## src/rtl/sign_extend_unit_pkg.sv

```systemverilog
// Shared constants and mode encodings for the MIPS immediate extender.
package sign_extend_unit_pkg;

    localparam int IMM_W_DEF  = 16;
    localparam int DATA_W_DEF = 32;
    localparam int BYTE_W     = 8;

    typedef enum logic [2:0] {
        MODE_SEXT16 = 3'd0,
        MODE_ZEXT16 = 3'd1,
        MODE_LUI    = 3'd2,
        MODE_SEXT8  = 3'd3,
        MODE_ZEXT8  = 3'd4,
        MODE_BROFF  = 3'd5,
        MODE_RSVD6  = 3'd6,
        MODE_RSVD7  = 3'd7
    } ext_mode_t;

endpackage

```

## src/rtl/sign_extend_unit_core.sv

```systemverilog
// Purely combinational immediate/data extender; reusable for load byte/half data.
module sign_extend_unit_core
    import sign_extend_unit_pkg::*;
#(
    parameter int IMM_W  = IMM_W_DEF,
    parameter int DATA_W = DATA_W_DEF
) (
    input  logic [IMM_W-1:0]  value,
    input  ext_mode_t         mode,
    output logic [DATA_W-1:0] result,
    output logic              err
);

    logic [DATA_W-1:0] sext_full;
    logic [DATA_W-1:0] zext_full;
    logic [DATA_W-1:0] sext_byte;
    logic [DATA_W-1:0] zext_byte;

    assign sext_full = {{(DATA_W-IMM_W){value[IMM_W-1]}}, value};
    assign zext_full = {{(DATA_W-IMM_W){1'b0}}, value};
    assign sext_byte = {{(DATA_W-BYTE_W){value[BYTE_W-1]}}, value[BYTE_W-1:0]};
    assign zext_byte = {{(DATA_W-BYTE_W){1'b0}}, value[BYTE_W-1:0]};

    always_comb begin
        result = '0;
        err    = 1'b0;
        case (mode)
            MODE_SEXT16: result = sext_full;
            MODE_ZEXT16: result = zext_full;
            // Immediate lands in the upper half; low bits are zero-filled.
            MODE_LUI:    result = zext_full << (DATA_W - IMM_W);
            MODE_SEXT8:  result = sext_byte;
            MODE_ZEXT8:  result = zext_byte;
            MODE_BROFF:  result = sext_full << 2;
            default:     err    = 1'b1;
        endcase
    end

endmodule

```

## src/rtl/sign_extend_unit.sv

```systemverilog
// Registered immediate extender: one-cycle latency, valid flag, sync reset.
module sign_extend_unit
    import sign_extend_unit_pkg::*;
#(
    parameter int IMM_W  = IMM_W_DEF,
    parameter int DATA_W = DATA_W_DEF
) (
    input  logic              clk,
    input  logic              rst,
    input  logic              in_valid,
    input  logic [IMM_W-1:0]  value,
    input  logic [2:0]        mode,
    output logic [DATA_W-1:0] sign_extended_value,
    output logic              out_valid,
    output logic              mode_err
);

    logic [DATA_W-1:0] core_result;
    logic              core_err;

    sign_extend_unit_core #(
        .IMM_W  (IMM_W),
        .DATA_W (DATA_W)
    ) u_core (
        .value  (value),
        .mode   (ext_mode_t'(mode)),
        .result (core_result),
        .err    (core_err)
    );

    // Result and error hold across idle cycles; only the valid flag drops.
    always_ff @(posedge clk) begin
        if (rst) begin
            sign_extended_value <= '0;
            out_valid           <= 1'b0;
            mode_err            <= 1'b0;
        end else begin
            out_valid <= in_valid;
            if (in_valid) begin
                sign_extended_value <= core_result;
                mode_err            <= core_err;
            end
        end
    end

endmodule

```

## config.mk

```make
export PLATFORM = sky130hd
export DESIGN_NAME = sign_extend_unit
export DESIGN_NICKNAME = d
export VERILOG_FILES = /design/src/rtl/sign_extend_unit_pkg.sv /design/src/rtl/sign_extend_unit_core.sv /design/src/rtl/sign_extend_unit.sv
export SDC_FILE = /design/constraint.sdc
export NUM_CORES = 1
export LEC_CHECK = 0
export CORE_ASPECT_RATIO = 1.5
export CORE_MARGIN = 5
export CORE_UTILIZATION = 47
export DETAILED_ROUTE_END_ITERATION = 6
export PLACE_DENSITY_LB_ADDON = 0.25
export SKIP_CTS_REPAIR_TIMING = 1
export SLEW_MARGIN = 20
export SYNTH_ARGS = -nofsm -noshare
export SYNTH_HDL_FRONTEND = slang
export SYNTH_HIERARCHICAL = 1
export SYNTH_SLANG_ARGS = --single-unit
```

## constraint.sdc

```tcl
create_clock -name clk -period 1.8 [get_ports clk]
set_input_delay 0.54 -clock clk [delete_from_list [all_inputs] [get_ports clk]]
set_output_delay 0.54 -clock clk [all_outputs]
set_load 0.01 [all_outputs]
```

==> results of run 1 <==
logic make-up after synthesis:
| family | share of synthesized area |
|---|---|
| AOI/OAI and AO/OA | 0.143 |
| buffers and inverters | 0.100 |
| DFF | 0.371 |
| muxes | 0.180 |
| and+or+nand+nor | 0.206 |
final cells by class:
type / instances / area (um2)
Timing Repair Buffer: 73 / 746
Multi-Input combinational cell: 158 / 986
Sequential cell: 34 / 681
Clock buffer: 7 / 86.3
Tap cell: 43 / 53.8
Fill cell: 327 / 1140
Clock inverter: 1 / 5.00
Inverter: 4 / 15.0
state kept, by name (all words and copies together) (netlist names):
signal	flops
mode_err	1
out_valid	1
sign_extended_value	32
where the power goes:
group          internal [mW]  switching (mW)  total (mW)
Combinational          0.220           0.193       0.413
Clock                  0.308           0.271       0.579
Sequential             0.789          0.0188       0.808
path summary, 6_finish.rpt:
check	from	to	slack [ns]	cells past startpoint
max	sign_extended_value[18]$_SDFFE_PP0P_	sign_extended_value[18]	0.07	1
min	sign_extended_value[23]$_SDFFE_PP0P_	sign_extended_value[23]$_SDFFE_PP0P_	0.49	2
max reg2reg	sign_extended_value[22]$_SDFFE_PP0P_	sign_extended_value[22]$_SDFFE_PP0P_	1.18	2
min reg2reg	sign_extended_value[23]$_SDFFE_PP0P_	sign_extended_value[23]$_SDFFE_PP0P_	0.49	2
per-layer routing:
| layer | global-route usage | share of wire | vias to the layer above |
|---|---|---|---|
| li1 | - | - | 852 |
| met1 | 0.240 | 0.41 | 799 |
| met2 | 0.295 | 0.50 | 56 |
| met3 | 0.0477 | 0.062 | 9 |
| met4 | 0.0750 | 0.020 | 0 |
| met5 | 0 | 0 | - |
worst register-to-register path: stages (launching register included):
cell                      delay (ns)
sky130_fd_sc_hd__dfxtp_1        0.32
sky130_fd_sc_hd__mux2i_1        0.14
sky130_fd_sc_hd__nor2_1         0.06
metrics by stage:
| stage | hold slack (ns) | total power, mW | worst slack (ns) | util |
|---|---|---|---|---|
| floorplan | 0.531 | 1.05 | 0.294 | - |
| global placement | 0.471 | 1.22 | -0.339 | 0.652 |
| detailed placement | 0.482 | 1.23 | -0.400 | 0.652 |
| CTS | 0.499 | 1.80 | -0.102 | 0.677 |
| global route | 0.520 | 1.89 | 0.0190 | 0.692 |
| finish | 0.493 | 1.80 | 0.0719 | 0.692 |
cells in the final DEF, fill, tap and decap left out, types with 4 or more instances in the layout:
master,netlist,routed
sky130_fd_sc_hd__o21ai_1,13,13
sky130_fd_sc_hd__and3_1,8,7
sky130_fd_sc_hd__clkbuf_8,0,6
sky130_fd_sc_hd__nor2_1,33,33
sky130_fd_sc_hd__nand2_2,10,10
sky130_fd_sc_hd__mux2i_1,33,33
sky130_fd_sc_hd__a21oi_1,28,28
sky130_fd_sc_hd__nand2_1,20,20
sky130_fd_sc_hd__dfxtp_1,34,34
sky130_fd_sc_hd__buf_4,1,12
sky130_fd_sc_hd__buf_12,4,4
sky130_fd_sc_hd__clkdlybuf4s50_1,0,51
==> results.ini, run 1 <==
[floorplanning]
floorplan.rows = 27
die-width_um = 61.0
effective_utilization_at_floorplan = 0.494
floorplan.die.height_um = 86.5
coreArea_um2 = 3720
pin_count = 56
dieArea_um2 = 5280

[route]
ant_nets = 0
routedWlPerCell_um = 14.9
route.detailed.drc = 0
detailroute.via_count = 1716
routed_wl_um = 4770
viasPerCell = 5.36
first_iter_violations = 67
first_pass_iters = 4

[synth]
synth-async-reset-ratio = 0
post-synth-top-area-fraction = 0.371
total_of_warnings_raised_by_yosys = 6
synthesis.area_um2 = 1840
synthesis.nets = 235
synth_top_area_cell = sky130_fd_sc_hd__dfxtp_1
top_cell_types_by_occurrence_after_synthesis = sky130_fd_sc_hd__dfxtp_1, sky130_fd_sc_hd__mux2i_1, sky130_fd_sc_hd__nor2_1, sky130_fd_sc_hd__a21oi_1, sky130_fd_sc_hd__nand2_1
synthTopCellsByArea = sky130_fd_sc_hd__dfxtp_1, sky130_fd_sc_hd__mux2i_1, sky130_fd_sc_hd__a21oi_1
synth-edff-count = 0
yosysMostFrequentCell = sky130_fd_sc_hd__dfxtp_1
synth_area_per_cell_um2 = 8.62
postSynth.topFlopCell = sky130_fd_sc_hd__dfxtp_1
post_synth_num_cell_types = 25
synth.yosys.seq_area_share = 0.371
post_synthesis_cell_count = 213
ys_seq_elements = 34

[place]
placed_cells = 310
gpl.final_weighted_congestion = 0.875
dp_hpwl_um = 3400
placed_area_um2 = 2420
place.port_buffers = 55

[setup_path]
required_time_of_the_critical_path_ns = 1.26
start_kind = flop
critical-path-slowest-cell = sky130_fd_sc_hd__clkdlybuf4s50_1
worst_path_dominant_cell_family = buffers and inverters
worstSetupEndpointType = primary output
worstPathMaxFanout = 2
critPathKind = flop to primary output
crit_path_max_incr_delay_ns = 0.55
worstPathArrival_ns = 1.19
crit_chain = clkdlybuf4s50_1
cp.buffers_inverters = 1

[sta]
achievable-frequency_mhz = 579
relSlewSlack = 0.773
layout_min_cycle_time_ns = 1.73
skew_ns = 0
hold_violations = 0
post-route-period-util = 0.960
setup_viol = 0
worst_pin_slew_ns = 0.336
final_max_slew_viol_count = 0
grt_setup_unrepaired = false
setup_tns_ns = 0

[cts]
number_of_cts_inserted_buffers = 5
worstSkewPairLatency_ns = 0.28
clkSlewWorstSetupHoldPaths_ns = 0.07
ctsLongestPathBuffers = 2
tritoncts = yes
numClockSinks = 34
cts-htree-levels = 2
clock-root-buffer = sky130_fd_sc_hd__clkbuf_8

[cells_and_area]
final_net_count = 298
instances_no_fill = 320
design_area_um2 = 2570
area_growth_pct = 40.2
final_layout_size_suffix_gt1_frac = 0.159
antenna_cells_inserted = 0

[pwr]
power.leakage_nw = 1.16
power_per_cell_area_nw_per_um2 = 700
worst_ir_drop_vdd_mv = 0.671

[global_routing]
grt_pass1_vias = 1634
grt_pass1_wl_um = 7540
grt_remaining_overflow = 0
number_of_antenna_violations_at_the_first_check_in_global_routing = 0
globalRouteTotalUtil = 0.188
grt_max_degree = 35

[run_status]
run_status = finished, final reports clean

[flow_run]
cap_violations = 0

[min_path]
hold_path_class = flop to flop

Power figures use the tool's default switching activity.
==> run 2, diff against run 1 <==
CORE_MARGIN = default   (was 5)
MAX_ROUTING_LAYER = met4   (was default)
==> run 2 against run 1 <==
  * Global-route usage up 4.3 points
  * Clock-buffer cell count did not move
  * Die area decreased by 21%
  * Via count down 3.7%
  * Power about the same
  * Sequential power barely moved
  * Critical path depth unchanged
  * Register-to-register slack about the same
  * Largest power group unchanged
==> results.ini, run 2 (synthesis gave the netlist of run 1 again) <==
[run_status]
run_status = finished, final reports clean

[pwr]
pwr-share-comb = 0.229
share_seq_of_total_power = 0.449
power.net_switching_mw = 0.481
power_switching_share = 0.267
cell_internal_power_mw = 1.32
totalPowerFinal_mw = 1.80
p_clk_frac = 0.322
worst_ir_drop_vdd_mv = 0.672
power_per_cell_area_nw_per_um2 = 699
power.leakage_nw = 1.16

[cells_and_area]
largest_registers = sign_extended_value: 32 flops, mode_err: 1 flops, out_valid: 1 flops
most_frequent_cells_in_the_layout = sky130_fd_sc_hd__clkdlybuf4s50_1, sky130_fd_sc_hd__dfxtp_1, sky130_fd_sc_hd__mux2i_1, sky130_fd_sc_hd__nor2_1, sky130_fd_sc_hd__a21oi_1
antenna_cells_inserted = 0
max_flop_register = sign_extended_value
final_net_count = 297
final_common_cell = sky130_fd_sc_hd__clkdlybuf4s50_1
area_growth_pct = 40.3
final_layout_size_suffix_gt1_frac = 0.159
flip_flop_count_of_the_largest_register_all_copies_and_words_added = 32
instances_no_fill = 319

[place]
placed_cells = 310
dp_slack_ns = -0.390
gpl.final_weighted_congestion = 0.922
place.port_buffers = 55
dp_hpwl_um = 3050

[route]
detailroute.via_count = 1652
viasPerCell = 5.18
ant_nets = 0
routedWlPerCell_um = 14.1
routed_wl_um = 4490
route.detailed.drc = 0
first_iter_violations = 33
first_pass_iters = 4

[sta]
grt_setup_unrepaired = false
final_max_slew_viol_count = 0
relSlewSlack = 0.802
layout_min_cycle_time_ns = 1.74
skew_ns = 0
worst_pin_slew_ns = 0.297
setup_viol = 0
hold_violations = 0
setup_tns_ns = 0
holdWs_ns = 0.495
post-route-period-util = 0.965
fin_worst_setup_slack_ns = 0.0635
achievable-frequency_mhz = 576

[cts]
numClockSinks = 34
number_of_cts_inserted_buffers = 5
clock-root-buffer = sky130_fd_sc_hd__clkbuf_8
tritoncts = yes
worstSkewPairLatency_ns = 0.29
cts-htree-levels = 2
ctsLongestPathBuffers = 2
clkSlewWorstSetupHoldPaths_ns = 0.07

[setup_path]
start_kind = flop
critPathKind = flop to primary output
cp.buffers_inverters = 1
required_time_of_the_critical_path_ns = 1.26
worstPathArrival_ns = 1.20
critical-path-slowest-cell = sky130_fd_sc_hd__clkdlybuf4s50_1
worstSetupEndpointType = primary output
crit_chain = clkdlybuf4s50_1
worstPathMaxFanout = 2
crit_path_max_incr_delay_ns = 0.55
worst_path_dominant_cell_family = buffers and inverters

[global_routing]
number_of_antenna_violations_at_the_first_check_in_global_routing = 0
globalRouteTotalUtil = 0.230
grt_pass1_vias = 1463
grt_pass1_wl_um = 6790
grt_remaining_overflow = 0
grt_max_degree = 35

[floorplanning]
dieArea_um2 = 4160
floorplan.die.height_um = 78.5
effective_utilization_at_floorplan = 0.494
floorplan.rows = 27
pin_count = 56
die-width_um = 53.0
coreArea_um2 = 3720

[min_path]
hold_path_class = flop to flop

[flow_run]
cap_violations = 0

## run 2: changes by cell type in the layout (fill, tap and decap cells not counted)
| cell | previous run | this run |
|---|---|---|
| sky130_fd_sc_hd__and3_1 | 7 | 8 |
| sky130_fd_sc_hd__nor2b_2 | 0 | 1 |
| sky130_fd_sc_hd__buf_12 | 4 | 5 |
| sky130_fd_sc_hd__a21oi_1 | 28 | 27 |
| sky130_fd_sc_hd__nor2b_1 | 2 | 1 |
| sky130_fd_sc_hd__a21oi_2 | 0 | 1 |
| sky130_fd_sc_hd__buf_6 | 2 | 0 |
| sky130_fd_sc_hd__and3_2 | 1 | 0 |
## run 2: layout make-up
class / count / area (um2)
Fill cell: 318 / 1140
Multi-Input combinational cell: 158 / 991
Timing Repair Buffer: 72 / 743
Sequential cell: 34 / 681
Clock buffer: 7 / 86.3
Tap cell: 43 / 53.8
Inverter: 4 / 15.0
Clock inverter: 1 / 5.00
## run 2: worst paths after layout
kind,slack [ns],endpoint,startpoint,cells past startpoint
worst max-delay path,0.06,sign_extended_value[18],sign_extended_value[18]$_SDFFE_PP0P_,1
worst max register to register,1.19,sign_extended_value[22]$_SDFFE_PP0P_,sign_extended_value[22]$_SDFFE_PP0P_,2
worst min register to register,0.49,mode_err$_SDFFE_PP0P_,mode_err$_SDFFE_PP0P_,2
worst min-delay path,0.49,mode_err$_SDFFE_PP0P_,mode_err$_SDFFE_PP0P_,2
## run 2: per-stage QoR
stage          area, um2   util
6_report            2570  0.693
5_1_grt             2570  0.693
4_1_cts             2530  0.680
3_5_place_dp        2440  0.656
3_3_place_gp        2440  0.656
2_1_floorplan       1840      -
## run 2: per-layer routing
layer | GRT usage | routed length, um | up-vias
met5 | - | 0 | -
li1 | - | - | 848
met4 | 0.134 | 161 | 0
met1 | 0.298 | 2020 | 745
met3 | 0.0523 | 180 | 13
met2 | 0.322 | 2130 | 46
## run 2: power groups by stage
stage               clock network [mW]  registers, mW  logic, mW
floorplan                            0          0.840      0.209
global placement                     0          0.825      0.396
detailed placement                   0          0.825      0.399
CTS                              0.601          0.808      0.402
global route                     0.626          0.811      0.445
finish                           0.580          0.808      0.411
==> run 3, diff against run 2 <==
PLACE_DENSITY_LB_ADDON = 0.15   (was 0.25)
==> run 3 against run 2 <==
  * Register-to-register slack hardly changed
  * Core utilization increased by 0.84 points
  * Sequential share of layout area down 0.32 points
  * Largest power group unchanged
  * Clock-buffer cell count down 1
  * Cell count increased by 1.6%
  * Via count rose by 2.9%
  * Non-clock buffer count grew 5
  * Clock power up 3%
  * Highest routed layer unchanged
  * Clock skew did not move
  * Routed wire length rose by 3.9%
  * Hold slack improved by 0.0036 ns
==> results.ini, run 3 (synthesis gave the netlist of run 1 again) <==
[cts]
ctsLongestPathBuffers = 2
tritoncts = yes
cts-htree-levels = 2
clkSlewWorstSetupHoldPaths_ns = 0.07
numClockSinks = 34
worstSkewPairLatency_ns = 0.29
number_of_cts_inserted_buffers = 5
clock-root-buffer = sky130_fd_sc_hd__clkbuf_8

[pwr]
worst_ir_drop_vdd_mv = 0.616
totalPowerFinal_mw = 1.82
power.leakage_nw = 1.17
power_per_cell_area_nw_per_um2 = 699

[cells_and_area]
area_growth_pct = 42.0
final_net_count = 302
largest_registers = sign_extended_value: 32 flops, mode_err: 1 flops, out_valid: 1 flops
design_area_um2 = 2610
antenna_cells_inserted = 0
flip_flop_count_of_the_largest_register_all_copies_and_words_added = 32
regArea_um2 = 681
final_common_cell = sky130_fd_sc_hd__clkdlybuf4s50_1
final_layout_size_suffix_gt1_frac = 0.178
utilization_after_layout = 0.701
final.fill_count = 312
multiInputGateArea_um2 = 992
max_flop_register = sign_extended_value
most_frequent_cells_in_the_layout = sky130_fd_sc_hd__clkdlybuf4s50_1, sky130_fd_sc_hd__dfxtp_1, sky130_fd_sc_hd__mux2i_1, sky130_fd_sc_hd__nor2_1, sky130_fd_sc_hd__a21oi_1

[sta]
achievable-frequency_mhz = 573
worst_pin_slew_ns = 0.246
post-route-period-util = 0.970
skew_ns = 0
setup_viol = 0
final_max_slew_viol_count = 0
layout_min_cycle_time_ns = 1.75
hold_violations = 0
relSlewSlack = 0.833
grt_setup_unrepaired = false

[route]
viasPerCell = 5.25
route.detailed.drc = 0
first_iter_violations = 73
first_pass_iters = 4
routedWlPerCell_um = 14.4
ant_nets = 0
detailroute.via_count = 1700
routed_wl_um = 4660

[setup_path]
critical-path-slowest-cell = sky130_fd_sc_hd__clkdlybuf4s50_1
worstSetupEndpointType = primary output
start_kind = flop
critPathKind = flop to primary output
timing.critical_path.depth = 1
reg2reg_depth = 2
worstPathArrival_ns = 1.21
required_time_of_the_critical_path_ns = 1.26
crit_chain = clkdlybuf4s50_1
crit_path_max_incr_delay_ns = 0.55
r2r_slack_ns = 1.18
worst_path_dominant_cell_family = buffers and inverters
cp.buffers_inverters = 1
worstPathMaxFanout = 2

[floorplanning]
die-width_um = 53.0
floorplan.rows = 27
pin_count = 56
effective_utilization_at_floorplan = 0.494
dieArea_um2 = 4160
coreArea_um2 = 3720
floorplan.die.height_um = 78.5

[min_path]
min_path_cells = 2
hold_path_class = flop to flop

[place]
placed_area_um2 = 2440
dp_hpwl_um = 3160
place.port_buffers = 55
gpl.final_weighted_congestion = 0.822

[global_routing]
grt_pass1_wl_um = 7130
grt_remaining_overflow = 0
grt_max_degree = 35
grt_pass1_vias = 1536
number_of_antenna_violations_at_the_first_check_in_global_routing = 0
globalRouteTotalUtil = 0.240

[run_status]
run_status = finished, final reports clean

[flow_run]
cap_violations = 0

==> run 3: cell count changes in the layout (fill, tap and decap cells not counted), sizes merged <==
cell           change
buf                +5
clkdlybuf4s50      +1
clkinvlp           +1
clkbuf             -1
dlymetal6s2s       -1
==> run 3: final cells by class <==
cell class | count | area share
clock buffers | 6 | 0.0317
repair buffers | 77 | 0.295
inverters | 4 | 0.00576
multi-input cells | 158 | 0.381
flip-flops and latches | 34 | 0.261
clock inverters | 2 | 0.00480
well taps | 43 | 0.0206
==> run 3: worst paths after layout <==
kind | start | endpoint
worst max-delay path | sign_extended_value[29]$_SDFFE_PP0P_ | sign_extended_value[29]
worst min-delay path | sign_extended_value[0]$_SDFFE_PP0P_ | sign_extended_value[0]$_SDFFE_PP0P_
worst max register to register | sign_extended_value[29]$_SDFFE_PP0P_ | sign_extended_value[29]$_SDFFE_PP0P_
worst min register to register | sign_extended_value[0]$_SDFFE_PP0P_ | sign_extended_value[0]$_SDFFE_PP0P_
==> run 3: stage by stage <==
stage / cells / setup TNS, ns / hold WS [ns] / setup slack (ns)
finish: 324 / 0 / 0.498 / 0.0543
global route: 324 / 0 / 0.514 / 0.00926
CTS: 320 / -1.02 / 0.505 / -0.111
detailed placement: 312 / -8.39 / 0.485 / -0.422
global placement: 312 / -7.37 / 0.472 / -0.393
floorplan: 213 / 0 / 0.531 / 0.294
==> run 3: metal layers <==
metal / part of all wire / up-vias / GRT usage
met1: 0.45 / 772 / 0.302
met4: 0.024 / 0 / 0.108
met3: 0.047 / 11 / 0.0562
met2: 0.48 / 56 / 0.358
met5: 0 / - / -
li1: - / 861 / -
==> run 3: report_power, final <==
part	total (mW)	leakage [nW]	internal [mW]	switching, mW
Combinational	0.418	0.846	0.226	0.193
Clock	0.597	0.0472	0.307	0.289
Sequential	0.807	0.278	0.789	0.0185
Total	1.82	1.17	1.32	0.501
==> run 3: worst min-delay path, cell delays in order, from the launching register on <==
cell	delay (ns)
sky130_fd_sc_hd__dfxtp_1	0.33
sky130_fd_sc_hd__mux2i_1	0.06
sky130_fd_sc_hd__nor2_1	0.07
